File: config.mk
export PLATFORM = sky130hd
export DESIGN_NAME = arm_mul_unit
export DESIGN_NICKNAME = d
export VERILOG_FILES = /design/src/rtl/arm_pkg.sv /design/src/rtl/mul_flag_gen.sv /design/src/rtl/arm_mul_unit.sv
export SDC_FILE = /design/constraint.sdc
export NUM_CORES = 1
export LEC_CHECK = 0
export CAP_MARGIN = 30
export CORE_MARGIN = 2
export CORE_UTILIZATION = 35
export DETAILED_ROUTE_END_ITERATION = 8
export MAX_ROUTING_LAYER = met4
export PLACE_DENSITY_LB_ADDON = 0.12
export RECOVER_POWER = 100
export SLEW_MARGIN = 40
export SYNTH_ARGS = -nofsm -noshare
export SYNTH_HDL_FRONTEND = slang
export SYNTH_SLANG_ARGS = --single-unit
File: constraint.sdc
create_clock -name CLK -period 3.35 [get_ports CLK]
set_input_delay 0.5025 -clock CLK [delete_from_list [all_inputs] [get_ports CLK]]
set_output_delay 0.5025 -clock CLK [all_outputs]
set_load 0.005 [all_outputs]
File: src/rtl/arm_pkg.sv
// arm_pkg: shared definitions for the ARM datapath blocks.
//   mul_state_t : state encoding of the iterative multiplier (IDLE/RUN/FIN)
//   MUL_ITER    : number of radix-2 iterations for a full 32-bit multiplier
//   FLAG_*      : bit positions of Z/C/N/V in the flag register Q vector
package arm_pkg;

  typedef enum logic [1:0] {
    IDLE = 2'd0,
    RUN  = 2'd1,
    FIN  = 2'd2
  } mul_state_t;

  localparam int MUL_ITER = 32;

  localparam int FLAG_Z = 3;
  localparam int FLAG_C = 2;
  localparam int FLAG_N = 1;
  localparam int FLAG_V = 0;

endpackage

File: src/rtl/mul_flag_gen.sv
// mul_flag_gen: derives N and Z from a result word and passes C and V
// through unchanged, packed in flag register order (FLAG_* indices).
// Reusable by the ALU flag path.
// Ports:
//   value    in  WIDTH  result word
//   carry    in  1      carry to pass through
//   overflow in  1      overflow to pass through
//   flags    out 4      {Z,C,N,V} at FLAG_Z/FLAG_C/FLAG_N/FLAG_V
module mul_flag_gen
  import arm_pkg::*;
#(
  parameter int WIDTH = 32
) (
  input  logic [WIDTH-1:0] value,
  input  logic             carry,
  input  logic             overflow,
  output logic [3:0]       flags
);

  always_comb begin
    flags         = '0;
    flags[FLAG_Z] = (value == '0);
    flags[FLAG_N] = value[WIDTH-1];
    flags[FLAG_C] = carry;
    flags[FLAG_V] = overflow;
  end

endmodule

File: src/rtl/arm_mul_unit.sv
// arm_mul_unit: iterative radix-2 shift-and-add multiplier for ARM MUL/MLA.
// Produces the low 32 bits of A*B (MUL) or A*B+ACC (MLA), plus the
// S-qualified flags for the flag register. C and V pass through unchanged.
// Optional build macro: MUL_EARLY_TERM_EN -- when defined, RUN exits as soon
// as the remaining multiplier bits are zero (data-dependent latency);
// otherwise RUN always takes MUL_ITER cycles.
// Ports:
//   CLK, RESET_N        clock, asynchronous active-low reset
//   START               request, accepted only in IDLE
//   A, B, ACC           multiplicand, multiplier, accumulate operand
//   ACCUM, S            MLA select, set-flags bit
//   C_IN, V_IN          current C/V from the flag register
//   RESULT              registered result, held until the next completion
//   BUSY, DONE          busy while in RUN, one-cycle completion pulse
//   Z, C, N, V, FLAG_EN registered flags and flag register enable
module arm_mul_unit
  import arm_pkg::*;
#(
  parameter int WIDTH = 32
) (
  input  logic             CLK,
  input  logic             RESET_N,
  input  logic             START,
  input  logic [WIDTH-1:0] A,
  input  logic [WIDTH-1:0] B,
  input  logic [WIDTH-1:0] ACC,
  input  logic             ACCUM,
  input  logic             S,
  input  logic             C_IN,
  input  logic             V_IN,
  output logic [WIDTH-1:0] RESULT,
  output logic             BUSY,
  output logic             DONE,
  output logic             Z,
  output logic             C,
  output logic             N,
  output logic             V,
  output logic             FLAG_EN
);

  localparam int CNT_W = $clog2(MUL_ITER);
  localparam logic [CNT_W-1:0] LAST_CNT = CNT_W'(MUL_ITER - 1);

  mul_state_t state, state_next;

  logic [WIDTH-1:0] mcand, mplier, prod;
  logic [WIDTH-1:0] mcand_next, mplier_next, prod_next;
  logic [CNT_W-1:0] cnt;
  logic             s_q, c_q, v_q;
  logic             last_iter;
  logic [WIDTH-1:0] result_q;
  logic [3:0]       flags_q;
  logic [3:0]       flags_next;

  // One shift-and-add step; the sum wraps, discarding bits above 32.
  always_comb begin
    prod_next   = mplier[0] ? (prod + mcand) : prod;
    mcand_next  = mcand << 1;
    mplier_next = mplier >> 1;
`ifdef MUL_EARLY_TERM_EN
    last_iter   = (cnt == LAST_CNT) || (mplier_next == '0);
`else
    last_iter   = (cnt == LAST_CNT);
`endif
  end

  // Flags are computed from the value about to be written into RESULT so
  // both land in their registers on the edge that enters FIN.
  mul_flag_gen #(.WIDTH(WIDTH)) u_flag_gen (
    .value    (prod_next),
    .carry    (c_q),
    .overflow (v_q),
    .flags    (flags_next)
  );

  always_comb begin
    state_next = state;
    case (state)
      IDLE:    if (START) state_next = RUN;
      RUN:     if (last_iter) state_next = FIN;
      FIN:     state_next = IDLE;
      default: state_next = IDLE;
    endcase
  end

  always_ff @(posedge CLK or negedge RESET_N) begin
    if (!RESET_N) state <= IDLE;
    else          state <= state_next;
  end

  // Operands are captured only on the accepting edge; later changes to the
  // inputs cannot disturb an operation in flight.
  always_ff @(posedge CLK or negedge RESET_N) begin
    if (!RESET_N) begin
      mcand    <= '0;
      mplier   <= '0;
      prod     <= '0;
      cnt      <= '0;
      s_q      <= 1'b0;
      c_q      <= 1'b0;
      v_q      <= 1'b0;
      result_q <= '0;
      flags_q  <= '0;
    end else begin
      case (state)
        IDLE: begin
          if (START) begin
            mcand  <= A;
            mplier <= B;
            prod   <= ACCUM ? ACC : '0;
            cnt    <= '0;
            s_q    <= S;
            c_q    <= C_IN;
            v_q    <= V_IN;
          end
        end
        RUN: begin
          prod   <= prod_next;
          mcand  <= mcand_next;
          mplier <= mplier_next;
          cnt    <= cnt + 1'b1;
          if (last_iter) begin
            result_q <= prod_next;
            flags_q  <= flags_next;
          end
        end
        default: ;
      endcase
    end
  end

  assign RESULT  = result_q;
  assign Z       = flags_q[FLAG_Z];
  assign C       = flags_q[FLAG_C];
  assign N       = flags_q[FLAG_N];
  assign V       = flags_q[FLAG_V];
  assign BUSY    = (state == RUN);
  assign DONE    = (state == FIN);
  assign FLAG_EN = DONE & s_q;

endmodule
======== Yosys cells after proc, flatten, opt, wreduce, memory -nomap -nowiden ========
Index checks and enable logic that the tools add are counted.
storage, ports and cells
  output and inout bits ................... 39
  input bits .............................. 103
  logic and storage cells ................. 38
  register bits after elaboration ......... 142
cells by class
  equal/unequal tests ..................... 5
  reductions and logical operators ........ 7
  bitwise operators ....................... 1
  $add $sub $neg .......................... 2
  muxes and demuxes ....................... 13
operator list
  operator                                                                 count
  32-bit case mux with 2 select lines                                      3
  32-bit 2-to-1 mux                                                        5
  32-bit adder                                                             1
  32-bit logical NOT                                                       1
  5-bit case mux with 2 select lines                                       1
  2-bit AND reduction                                                      4
  5-bit by 1-bit adder with 5-bit output, second input constant            1
  5-bit == test, second input constant                                     1
  5-bit 2-to-1 mux                                                         1
  2-bit 2-to-1 mux                                                         2
  2-bit case mux with 2 select lines                                       1
  2-bit by 1-bit == test with 1-bit output, second input constant          1
  2-bit == test, second input constant                                     1
  2-bit logical NOT                                                        1
  2-bit by 1-bit inequality test with 1-bit output, second input constant  1
  2-bit inequality test, second input constant                             1
  2-bit nonzero test                                                       1
  1-bit AND                                                                1

======== Depth between registers and ports, before layout ========
Gate-level depths: netlist of run 1.
  depth in word-level cells ............... 3
  depth in mapped cells ................... 12
  mapped depth without buffers ............ 12

======== Modules after synthesis ========
From an unflattened synthesis of run 1, not the netlist that was laid out.
second synthesis, totals
  cells, all modules ...................... 958
  area total of the unflattened synthesis .. 8673.3 um^2
modules (own cells, without submodules)
  module        times used  area an instance (um^2)  sequential area each (um^2)  cells an instance
  arm_mul_unit  1           8578.2                   3553.4                       944
  mul_flag_gen  1           95.1                     0.0                          14

======== Worst setup path before layout of run 1 ========
No wires, ideal clock.
  kind .................................... register to register
  from .................................... register mcand[0]
  to ...................................... register flags_q[3]
  clock period less this slack ............ 3.194 ns
  setup time .............................. 0.104 ns
  stages on the path, launching flop included .. 13
  required time ........................... 3.246 ns
  slack ................................... 0.156 ns
  data arrival time ....................... 3.091 ns
  buffers on the path ..................... 0
  cells stage by stage .................... dfrtp_1 -> ha_1 -> fa_1 -> a21oi_2 -> o211ai_1 -> a311o_1 -> a31oi_2 -> nor4_1 -> a2111oi_2 -> xnor2_1 -> mux2i_1 -> inv_1 -> o41ai_2
on the way
  cells in the longest elaborated chain, start to end .. 3
RTL lines
  item                      RTL line             RTL
  start: declaration        arm_mul_unit.sv:46   logic [WIDTH-1:0] mcand, mplier, prod;
  start signal: assignment  arm_mul_unit.sv:119  mcand <= mcand_next;
  32-bit adder              arm_mul_unit.sv:57   prod_next = mplier[0] ? (prod + mcand) : prod;
  32-bit 2-to-1 mux         arm_mul_unit.sv:57
  32-bit logical NOT        mul_flag_gen.sv:22   flags[FLAG_Z] = (value == '0);
  end signal: assignment    arm_mul_unit.sv:124  flags_q <= flags_next;
  end: declaration          arm_mul_unit.sv:52   logic [3:0] flags_q;
No other way between the ends.
A chain may end at the register's enable or synchronous reset.

======== Worst setup path after layout of run 1 ========
Ends and elaborated chain as after synthesis.

==> summary.md, run 1 <==
| Metric | Value |
|---|---|
| DR top layer | `met4` |
| P_leak | `approximately 4.7 nW` |
| Setup Skew | `0.0122 ns` |
| Vias in the first global route | `7,646` |
| Pin count of the biggest net entering global routing | `69` |
| Global-route usage over all layers | `21.3%` |
| Max Clk Rate | `307 MHz` |
| Period utilisation layout | `97.4%` |
| Commonest non-fill, non-tap cell in the layout | `dfrtp_1` |
| Worst Setup End Kind | `flip-flop` |
| Status | `complete, but fails checks` |
| Worst Path Arrival | `3.58 ns` |
| Fraction of layout cells with a size suffix above 1 | `between 10% and 20%` |
| Nets@finish | `between 1,000 and 1,500` |
| Post-synth ARST share | `100%` |
| P&R area growth vs syn | `32.0%` |
| Num CTS Buffers | `17` |
| Wl on met1 | `13,400 um` |
| #FFs+latches synth | `141` |
| Failing checks | `capacitance limit, slew limit` |
| Yosys warnings | `0` |
| Final hold violations | `0` |
| Via density | `between 5 and 6` |
| Number of H-tree levels | `4` |
| Final Setup Violations | `0` |
| Final Worst Setup Slack | `between 0.08 and 0.09 ns` |
| EDFF count, synth | `0` |
| # rows | `56` |
| Clk root buf | `clkbuf_16` |
| First-pass GRT wire length | `roughly 42,000 um` |
| Final HPWL DP | `18,300 um` |
| Maximum fanout along the worst path | `4` |
| Total number of vias | `7,762` |
| Final WL | `26,200 um` |
| Slew @ Worst Pin | `1.63 ns` |
| Area after DPL | `10,500 um2` |
| Fin. max-slew vios | `85` |
| Share of the synthesized area in the top cell type | `41.7%` |
| Post-synth top area cell | `dfrtp_1` |
| GPL Wtd Cong | `0.895` |
| Mapped Cells | `933` |
| DRC | `0` |
| DR WL met3 | `just over 900 um` |
| Iteration count of the initial detailed-routing pass | `5` |
| CTS tree | `built` |
| Detail Route met2 WL | `11,600 um` |
| Cell area after layout | `11,200 um2` |
| Syn Nets | `approximately 1,100` |
| Ys flop type | `dfrtp_1` |
| Sequential area share after synthesis | `41.7%` |
| Die width | `around 160 um` |
| Yosys cell types | `66` |
| Total gr overflow | `0` |
| Multi-input logic area | `4730 um2` |
| Unrepaired setup endpoints after global routing | `yes` |
| Maximum VDD drop | `0.000375 V` |
| Most frequent cells in the layout | `139 x dfrtp_1, 131 x o21ai_0, 102 x clkdlybuf4s50_1, 91 x a21oi_1, 90 x a22oi_1` |
| Clk sinks | `141` |
| I/O pins | `around 140` |
| FF+latch area | `3530 um2` |
| Initial Util | `a little over a third` |
| Cell Area, Synth | `8470 um2` |
| Clk Latency, worst-skew pair | `0.43 ns` |
| Crit Path Class | `reg -> reg` |
| Core box area | `23,600 um2` |
| Hold-fix buffers, CTS | `0` |
| Die height | `160 um` |
| Fillers | `2,321` |
| N_diodes | `0` |
| Clock Path Buffers | `2` |
| Hold Path Class | `in -> reg` |
| Worst path required time | `3.67 ns` |
| WL/cell | `roughly 19 um` |
| Clock transition at path regs | `0.06 ns` |
| # Max-Cap Violations | `2` |
| Pre-CTS WS | `-0.0251 ns` |
| Worst Setup Start Kind | `flip-flop` |
| Power Dens Cells | `~900 nW/um2` |
| Buffers added on ports | `about 140` |
| First DRT Iteration DRCs | `542` |
| Slew Limit Headroom | `-8.57%` |
| DIE AREA | `25,500 um2` |
| Initial antenna violation count | `0` |
| Antenna Violating Nets Remaining | `0` |
| Minimum clock period | `3.26 ns` |
| Mean Syn Cell Area | `9.07 um2` |
| Synth top area cells | `dfrtp_1 42%, a22oi_1 8.0%, o21ai_0 7.8%` |
## power breakdown
part,total [mW],switching (mW),internal (mW)
combinational,5.05,2.67,2.38
clock,2.01,0.800,1.21
sequential,3.03,0.617,2.41
total,10.1,4.08,6.00
## layout make-up
type / instances / share of cell area (%)
clock buffers: 18 / 3.93
clock inverters: 14 / 1.63
inverters: 9 / 0.302
multi-input cells: 713 / 42.4
flip-flops and latches: 141 / 31.6
well taps: 319 / 3.57
repair buffers: 203 / 16.6
## path summary, 6_finish.rpt
| check | end | start | depth (start not counted) | slack (ns) |
|---|---|---|---|---|
| worst max register to register | flags_q[3] | mcand[0] | 13 | 0.09 |
| worst min-delay path | state[0] | START | 3 | 0.41 |
| min in group asynchronous | RESULT[7] | RESET_N | 1 | 0.46 |
| worst max-delay path | flags_q[3] | mcand[0] | 13 | 0.09 |
| worst min register to register | RESULT[15] | RESULT[15] | 2 | 0.47 |
| max in group asynchronous | RESULT[20] | RESET_N | 2 | 0.77 |
## repair_timing
action / 4_1_cts / 5_1_grt
setup buffers: 0 / 5
gates cloned: 0 / 0
setup endpoints to repair: 2 / 7
pin swaps: 2 / 12
gates resized for setup: 0 / 20
## routing by layer
layer,global-route usage (%),vias to the layer above
li1,-,3786
met1,30.9,3772
met2,31.7,184
met3,3.33,20
met4,3.97,0
met5,-,-
## registers in the layout, indices dropped and copies added, names as in the netlist
signal / cells
s_q: 1
prod: 32
RESULT: 31
mcand: 32
flags_q: 4
cnt: 5
mplier: 32
c_q: 1
v_q: 1
state: 2
## synth_stat cells (all sizes together) (6+ instances only)
master and number:
o21a 6, xor2 7, and2 9, o21ai 142
nor2b 67, nand3 8, mux2i 18, a31oi 6
nand2 69, nor3 8, mux2 6, a21oi 92
a21o 13, nand4 8, dfrtp 141, a22oi 90
clkbuf 61, and4 7, buf 9, nor2 21
inv 7, o21bai 6, xnor2 14, ha 33
## logic make-up after synthesis
logic type	Yosys count	share of synthesized area, %
compound gates	405	29.9
xor+xnor	21	2.17
fa+ha+maj	34	5.11
buf+inv	79	3.62
flops	141	41.7
mux	24	2.93
simple gates	229	14.6
## worst max-delay path, stage by stage (launching register included)
cell and delay [ns]:
dfrtp_1 0.38, ha_2 0.20, fa_2 0.42, a21oi_4 0.16, o211ai_1 0.12, a311o_2 0.49, a31oi_4 0.22, nor4_2 0.08
a2111oi_2 0.28, buf_4 0.18, xnor2_1 0.06, mux2i_1 0.19, inv_1 0.08, o41ai_2 0.29
## stage by stage
| stage | total power, mW | std cells | TNS (ns) | util, % | hold WS [ns] |
|---|---|---|---|---|---|
| 2_1_floorplan | 5.93 | 933 | 0 | - | 0.207 |
| 3_3_place_gp | 7.94 | 1380 | 0 | 44.3 | 0.459 |
| 3_5_place_dp | 7.97 | 1380 | -0.0251 | 44.3 | 0.469 |
| 4_1_cts | 10.0 | 1412 | 0 | 47.0 | 0.0781 |
| 5_1_grt | 10.9 | 1417 | -0.108 | 47.3 | 0.420 |
| 6_report | 10.1 | 1417 | 0 | 47.3 | 0.413 |
No activity file was read; power rests on OpenSTA's default activity.
==> inputs of run 2 (changes only) <==
Settings changed: CORE_UTILIZATION 35 to 49, MAX_ROUTING_LAYER met4 to not set.
==> run 2 against run 1 <==
Effect of this change:
- the run ends with capacitance limit, slew limit, setup timing left
- sequential cell count is the same
- clock power is essentially flat
- combinational power is essentially flat
- register-to-register slack lost 0.15 ns
- design area shrank 1.4%
- fmax shrank 4.5%
- core utilization grew 17 points
- via count grew 2.1%
- highest routed layer unchanged
==> summary.md, run 2 (synthesis results as in run 1) <==
| Metric | Value |
|---|---|
| Status | `complete, but fails checks` |
| Failing checks | `capacitance limit, slew limit, setup timing` |
| I/O pins | `roughly 140` |
| # Max-Cap Violations | `3` |
| Buffers added on ports | `141` |
| Pin count of the biggest net entering global routing | `69` |
| Total gr overflow | `0` |
| Unrepaired setup endpoints after global routing | `yes` |
| Number of H-tree levels | `4` |
| Minimum clock period | `3.42 ns` |
| Pre-CTS WS | `-0.0903 ns` |
| Slew @ Worst Pin | `approximately 2.0 ns` |
| Die width | `about 140 um` |
| First DRT Iteration DRCs | `660` |
| N_diodes | `0` |
| # rows | `48` |
| Commonest non-fill, non-tap cell in the layout | `dfrtp_1` |
| Slew Limit Headroom | `-32.5%` |
| Final Setup Violations | `1` |
| Met3 Track Usage GR | `under 10%` |
| Worst Setup Start Kind | `flip-flop` |
| Core Util, Final | `roughly 64%` |
| Iteration count of the initial detailed-routing pass | `5` |
| DIE AREA | `approximately 18,000 um2` |
| Clock Path Buffers | `2` |
| DRC | `0` |
| Total number of vias | `7,925` |
| First-pass GRT wire length | `40,100 um` |
| P&R area growth vs syn | `30.1%` |
| Power Dens Cells | `917 nW/um2` |
| Hold-fix buffers, CTS | `0` |
| Maximum fanout along the worst path | `4` |
| Area after DPL | `10,300 um2` |
| Cell area after layout | `11,000 um2` |
| Final HPWL DP | `around 17,000 um` |
| Critical path destination | `flags_q[3]` |
| Layer carrying the most global-route usage | `met2` |
| Worst Path Arrival | `about 3.7 ns` |
| Clk Latency, worst-skew pair | `around 0.43 ns` |
| Met1 usage | `between 40 and 50%` |
| Fin. max-slew vios | `approximately 120` |
| Die height | `between 100 and 150 um` |
| Vias in the first global route | `7,554` |
| Max Clk Rate | `293 MHz` |
| Reg-to-reg endpoint | `flags_q[3]` |
| Via density | `6.03` |
| Setup Skew | `0.00899 ns` |
| Num CTS Buffers | `17` |
| Initial Util | `49.5%` |
| Global-route usage over all layers | `approximately 28%` |
| Antenna Violating Nets Remaining | `0` |
| Hold Path Class | `reg -> reg` |
| Final Power | `10.1 mW` |
| WL/cell | `roughly 19 um` |
| Clk sinks | `141` |
| Core box area | `~17,000 um2` |
| Final hold violations | `0` |
| Final WL | `~25,000 um` |
| Fillers | `about 1,500` |
| Most frequent cells in the layout | `139 x dfrtp_1, 131 x o21ai_0, 103 x clkdlybuf4s50_1, 90 x a21oi_1, 90 x a22oi_1` |
| Worst Setup End Kind | `flip-flop` |
| Fraction of layout cells with a size suffix above 1 | `11.0%` |
| Initial antenna violation count | `0` |
| GPL Wtd Cong | `between 0.9 and 1` |
| GRT met2 Usage | `around 43%` |
| P_leak | `4.68 nW` |
| Worst reg2reg setup slack | `-0.07 ns` |
| Maximum VDD drop | `0.000454 V` |
| Worst r2r src | `prod[0]` |
| Worst path required time | `3.67 ns` |
| Clock transition at path regs | `0.07 ns` |
| CTS tree | `built` |
| Clk root buf | `clkbuf_16` |
| Nets@finish | `approximately 1,200` |
| Reg2Reg Depth | `13` |
| Crit Path Class | `reg -> reg` |
| Setup crit start | `prod[0]` |
| Period utilisation layout | `102%` |
| Final Worst Setup Slack | `-0.0654 ns` |
| Regs by FF count | `mcand (32), mplier (32), prod (32)` |
run 2: cell count changes in the layout (fill, tap and decap cells not counted), sizes merged:
| cell | change |
|---|---|
| dlygate4sd3 | -1 |
| clkdlybuf4s50 | +1 |
| clkbuf | -2 |
| buf | -6 |
| inv | +2 |
| clkinvlp | -1 |
| clkinv | -1 |
run 2: per-stage QoR:
| stage | hold WS, ns | std cells | setup TNS, ns |
|---|---|---|---|
| after detailed placement | 0.469 | 1276 | -0.0903 |
| after CTS | 0.0765 | 1309 | 0 |
| after floorplan | 0.207 | 933 | 0 |
| final | 0.469 | 1315 | -0.0654 |
| after global routing | 0.500 | 1315 | -0.439 |
| after global placement | 0.459 | 1276 | 0 |
run 2: critical path, stage by stage, from the launching register on:
cell and delay [ns]:
dfrtp_1 0.38, ha_2 0.21, fa_2 0.41, a21oi_2 0.20, o211ai_1 0.13, a311o_2 0.47, a31oi_4 0.23, buf_6 0.15
xnor2_4 0.07, a21boi_2 0.12, and4_4 0.24, and4_1 0.20, nand4_1 0.13, o41ai_2 0.36
run 2: layout make-up:
type	count	area (um2)	share of cell area, %
Multi-Input combinational cell	713	4750	43.1
Sequential cell	141	3530	32.1
Timing Repair Buffer	195	1810	16.5
Inverter	9	33.8	0.307
Tap cell	225	282	2.56
Clock buffer	18	429	3.90
Clock inverter	14	180	1.64
run 2: where the power goes:
group | leakage, nW | switching [mW] | internal, mW
registers | 1.77 | 0.618 | 2.41
logic | 2.61 | 2.69 | 2.39
clock network | 0.298 | 0.803 | 1.19
total | 4.68 | 4.11 | 5.99
run 2: worst min-delay path by stage:
stage,from,to,slack (ns),depth (start not counted)
floorplan,RESET_N,RESULT[0],0.21,0
global placement,RESULT[15],RESULT[15],0.46,2
detailed placement,RESULT[13],RESULT[13],0.47,2
CTS,RESET_N,mcand[16],0.08,1
global route,RESULT[25],RESULT[25],0.50,2
finish,RESULT[13],RESULT[13],0.47,2
run 2: timing repair:
action	4_1_cts	5_1_grt
resized for setup	5	19
setup buffers	1	6
pin swaps	4	17
endpoints found under the setup margin	3	3
run 2: routing by layer:
metal  routed length (um)  up-vias
li1                     -     3769
met1                11900     3843
met2                11300      279
met3                 1530       34
met4                  375        0
met5                    0        -
